**src/rtl/cv32e40p_instr_packer.sv**
```systemverilog
// Packs a mixed RVC/32-bit instruction stream into word-aligned 32-bit memory words.
// Optional build macro CV32E40P_PACKER_STATS_EN adds accepted-instruction and pad counters.
module cv32e40p_instr_packer #(
  parameter logic [15:0] PAD_HALF = 16'h0001,
  parameter logic [31:0] RST_ADDR = 32'h0000_0000
) (
  input  logic        clk,
  input  logic        rst_n,
  input  logic        start_i,
  input  logic [31:0] start_addr_i,
  input  logic        instr_valid_i,
  output logic        instr_ready_o,
  input  logic [31:0] instr_i,
  input  logic        flush_i,
  output logic        word_valid_o,
  input  logic        word_ready_i,
  output logic [31:0] word_o,
  output logic [31:0] word_addr_o,
`ifdef CV32E40P_PACKER_STATS_EN
  output logic [31:0] instr_cnt_o,
  output logic [15:0] pad_cnt_o,
`endif
  output logic        busy_o
);

  localparam int unsigned WordW = 32;
  localparam int unsigned HalfW = 16;

  typedef enum logic {
    ALIGNED = 1'b0,
    HOLD_LO = 1'b1
  } state_e;

  state_e             state_q, state_d;
  logic [HalfW-1:0]   r_lo_q, r_lo_d;
  logic [WordW-1:0]   waddr_q, waddr_d;
  logic               word_valid_q, word_valid_d;
  logic [WordW-1:0]   word_q, word_d;
  logic [WordW-1:0]   word_addr_q, word_addr_d;

  logic               slot_free_c;
  logic               accept_c;
  logic               is_32b_c;
  logic               emit_c;
  logic [WordW-1:0]   emit_word_c;
  logic               unused_addr_bit0_c;

  assign slot_free_c        = !word_valid_q || word_ready_i;
  assign instr_ready_o      = slot_free_c && !start_i && !flush_i;
  assign accept_c           = instr_valid_i && instr_ready_o;
  assign is_32b_c           = (instr_i[1:0] == 2'b11);
  assign unused_addr_bit0_c = start_addr_i[0];

  // State register and output word register
  always_ff @(posedge clk or negedge rst_n) begin
    if (!rst_n) begin
      state_q      <= ALIGNED;
      r_lo_q       <= '0;
      waddr_q      <= RST_ADDR;
      word_valid_q <= 1'b0;
      word_q       <= '0;
      word_addr_q  <= '0;
    end else begin
      state_q      <= state_d;
      r_lo_q       <= r_lo_d;
      waddr_q      <= waddr_d;
      word_valid_q <= word_valid_d;
      word_q       <= word_d;
      word_addr_q  <= word_addr_d;
    end
  end

  // Next-state: start beats flush beats instruction accept
  always_comb begin
    state_d      = state_q;
    r_lo_d       = r_lo_q;
    waddr_d      = waddr_q;
    word_valid_d = word_valid_q;
    word_d       = word_q;
    word_addr_d  = word_addr_q;
    emit_c       = 1'b0;
    emit_word_c  = '0;

    if (word_valid_q && word_ready_i) begin
      word_valid_d = 1'b0;
    end

    if (start_i) begin
      waddr_d = {start_addr_i[31:2], 2'b00};
      if (start_addr_i[1]) begin
        state_d = HOLD_LO;
        r_lo_d  = PAD_HALF;
      end else begin
        state_d = ALIGNED;
      end
    end else if (flush_i) begin
      if ((state_q == HOLD_LO) && slot_free_c) begin
        emit_c      = 1'b1;
        emit_word_c = {PAD_HALF, r_lo_q};
        state_d     = ALIGNED;
      end
    end else if (accept_c) begin
      case (state_q)
        ALIGNED: begin
          if (is_32b_c) begin
            emit_c      = 1'b1;
            emit_word_c = instr_i;
          end else begin
            r_lo_d  = instr_i[15:0];
            state_d = HOLD_LO;
          end
        end
        HOLD_LO: begin
          emit_c      = 1'b1;
          emit_word_c = {instr_i[15:0], r_lo_q};
          if (is_32b_c) begin
            r_lo_d = instr_i[31:16];
          end else begin
            state_d = ALIGNED;
          end
        end
        default: begin
          state_d = ALIGNED;
        end
      endcase
    end

    if (emit_c) begin
      word_valid_d = 1'b1;
      word_d       = emit_word_c;
      word_addr_d  = waddr_q;
      waddr_d      = waddr_q + WordW'(4);
    end
  end

  assign word_valid_o = word_valid_q;
  assign word_o       = word_q;
  assign word_addr_o  = word_addr_q;
  assign busy_o       = word_valid_q || (state_q == HOLD_LO);

`ifdef CV32E40P_PACKER_STATS_EN
  logic [31:0] instr_cnt_q;
  logic [15:0] pad_cnt_q;
  logic        pad_evt_c;

  // A pad halfword is either preloaded by a misaligned start or emitted by flush
  assign pad_evt_c = (start_i && start_addr_i[1]) ||
                     (!start_i && flush_i && (state_q == HOLD_LO) && slot_free_c);

  always_ff @(posedge clk or negedge rst_n) begin
    if (!rst_n) begin
      instr_cnt_q <= '0;
      pad_cnt_q   <= '0;
    end else begin
      if (accept_c) begin
        instr_cnt_q <= instr_cnt_q + 32'(1);
      end
      if (pad_evt_c) begin
        pad_cnt_q <= pad_cnt_q + 16'(1);
      end
    end
  end

  assign instr_cnt_o = instr_cnt_q;
  assign pad_cnt_o   = pad_cnt_q;
`endif

endmodule
```
**config.mk**
```make
export PLATFORM = sky130hd
export DESIGN_NAME = cv32e40p_instr_packer
export DESIGN_NICKNAME = d
export VERILOG_FILES = /design/src/rtl/cv32e40p_instr_packer.sv
export SDC_FILE = /design/constraint.sdc
export NUM_CORES = 1
export LEC_CHECK = 0
export ABC_AREA = 1
export CAP_MARGIN = 20
export CELL_PAD_IN_SITES_DETAIL_PLACEMENT = 1
export CELL_PAD_IN_SITES_GLOBAL_PLACEMENT = 2
export CORE_UTILIZATION = 29
export CTS_CLUSTER_DIAMETER = 50
export DETAILED_ROUTE_END_ITERATION = 6
export PLACE_DENSITY_LB_ADDON = 0.1
export SYNTH_ARGS = -nofsm -noshare
export SYNTH_HDL_FRONTEND = slang
export SYNTH_SLANG_ARGS = --single-unit
export TNS_END_PERCENT = 50
```
**constraint.sdc**
```tcl
create_clock -name clk -period 2.6 [get_ports clk]
set_input_delay 0.52 -clock clk [delete_from_list [all_inputs] [get_ports clk]]
set_output_delay 0.52 -clock clk [all_outputs]
set_load 0.1 [all_outputs]
```
==> metrics.txt <==
vias per cell 4.79; CTS tree done; Tcrit/Tclk final 90.0%; die span in x 146 um; fmax approximately 430 MHz; core area roughly 0.02 mm2; Leak roughly 3.7 nW; DRC 0; post-DP HPWL 14,400 um; RSZ-0062 raised after global routing false; Seq/Total Area, Yosys 45.9%; commonest register cell after synthesis dfrtp_1; worst slack, placed 0.0304 ns; R2R depth 8; Final #Nets a little under 1,000; flop-to-flop setup slack around 0.50 ns; largest net degree at the start of global routing 54; async set-or-reset flop fraction in the synthesized netlist 100%; I/O Buffers 133; Longest Clk Path Bufs 2; post-synthesis instance area 0.00600 mm2; Post-DRT Antenna Nets 0; setup bufs post-CTS 0; critical path class in -> out; EDFF count, synth 0; gr ovfl total 0; outcome complete, no violations; Clk pin slew, worst setup/hold paths 0.08 ns; Slew Viols, Final 0; Sink Count between 100 and 150; root buf cell clkbuf_16; crit start category input port; Tot Pwr around 7.5 mW; final worst slack 0.260 ns; Max Cap Violations 0; num rows 52; final core occ between 30 and 40%; DR WL/cell roughly 16 um; Worst-Skew Late Latency roughly 0.36 ns; commonest cells after routing, fill and taps aside nand2_1 (264), dfrtp_1 (109), buf_4 (77); Critical Path RT between 2 and 2.5 ns; critical path arrival roughly 1.8 ns; Pre-antenna DRT Iters 4; fin crit period approximately 2.3 ns; wire length of the first global-routing pass between 30,000 and 40,000 um; crit path capture type primary output; H-tree levels 3; Layout area overhead 29.7%; Netlist cell types 31; setup tns final 0 ns; number of synthesis warnings 0; Final Non-Filler Cells between 1,000 and 1,500; initial antenna violation count 0; Area after DPL around 0.0075 mm2; dpl cells around 1,200; most common cell after layout, fill and taps aside nand2_1; Global Route Usage Sum around a fifth; # diodes 0; vias in the first global route 5,987; syn_area_per_cell ~7.6 um2; routed wire length slightly below 20,000 um; VDD IR-drop max around 0.76 mV; Iteration-0 DRC Markers a little under 200; PostCTS Resize Cnt 0; Initial Util approximately 30%; number of I/O pins 137; Mapped Cells between 700 and 800; Fin. Hold Viols 0; count of final setup violators 0; slew of the pin with the lowest slew margin slightly above 0.6 ns; Final Wtd Congestion 0.764; Fin Hold WS about 0.14 ns; design area 0.00778 mm2; HP Class in -> async; FF+latch count, synth 110; fraction of layout cells with a size suffix above 1 a little over an eighth; Num CTS Buffers 9; Vias 5,676; Max-slew headroom about three fifths; pwr dens 968 mW/mm2; die area roughly 0.021 mm2; skew final roughly 0.016 ns; cts hold-fix bufs 0; Worst Path Max Fanout 6; overall die height ~150 um
[per-layer routing]
| metal | share of wire [%] | track usage (%) | up-vias |
|---|---|---|---|
| met4 | 0.74 | 3.79 | 0 |
| li1 | - | - | 2782 |
| met3 | 3.8 | 2.85 | 11 |
| met5 | 0 | 0 | - |
| met2 | 45 | 29.8 | 109 |
| met1 | 50 | 28.2 | 2774 |
[cell type report]
type                       count  area [um2]
inverter                      67         251
fill                        2495       12500
tap                          270         338
timing repair buffer         150        1370
sequential                   110        2750
clock inverter                 5        42.5
clock buffer                  11         243
multi-input combinational    573        2790
[worst max-delay path: stages]
cell,delay (ns)
clkdlybuf4s50_1,0.60
nor2_4,0.27
inv_1,0.10
nor2_2,0.14
buf_12,0.19
[flip-flops by register name, summed over array words and instances, names as in the netlist]
| name | flops |
|---|---|
| word_addr_o | 30 |
| word_o | 32 |
| state_q | 1 |
| waddr_q | 30 |
| word_valid_o | 1 |
| r_lo_q | 16 |
[where the power goes]
group / internal (mW) / leakage [nW] / switching, mW
combinational: 0.833 / 2.19 / 2.95
clock: 0.690 / 0.142 / 0.694
sequential: 2.09 / 1.37 / 0.273
[synth_stat cells (6+ instances only)]
cell type  count  area, um2
nand2_1      264        991
dfrtp_1      110       2750
o21ai_0       71        355
nor2_1        69        259
inv_1         67        251
nand3_1       51        255
o21a_1        27        203
buf_2         22        110
a22oi_1       14        105
mux2i_1       14        140
o22ai_1       13       81.3
clkbuf_1       9       33.8
or2_2          8       50.1
nand4_1        6       37.5
[cells by family (layout without fill, tap and decap cells)]
group | count (synthesis) | count (layout) | share of synthesized area (%)
adders and majority gates | 2 | 2 | 0.417
and+or+nand+nor | 412 | 412 | 28.8
xor gates and xnor gates | 6 | 6 | 0.876
other | 1 | 2 | 0.0625
AOI/OAI and AO/OA | 137 | 137 | 13.8
DFF | 110 | 110 | 45.9
buffers and inverters | 107 | 233 | 7.90
muxes | 14 | 14 | 2.33
[path summary, 6_finish.rpt]
check / startpoint / end
max: start_i / instr_ready_o
min: rst_n / word_o[31]
max reg2reg: waddr_q[3] / waddr_q[20]
min reg2reg: word_o[31] / word_o[31]
max in group asynchronous: rst_n / waddr_q[27]
min in group clk: word_o[31] / word_o[31]
(Power assumes the default switching activity.)
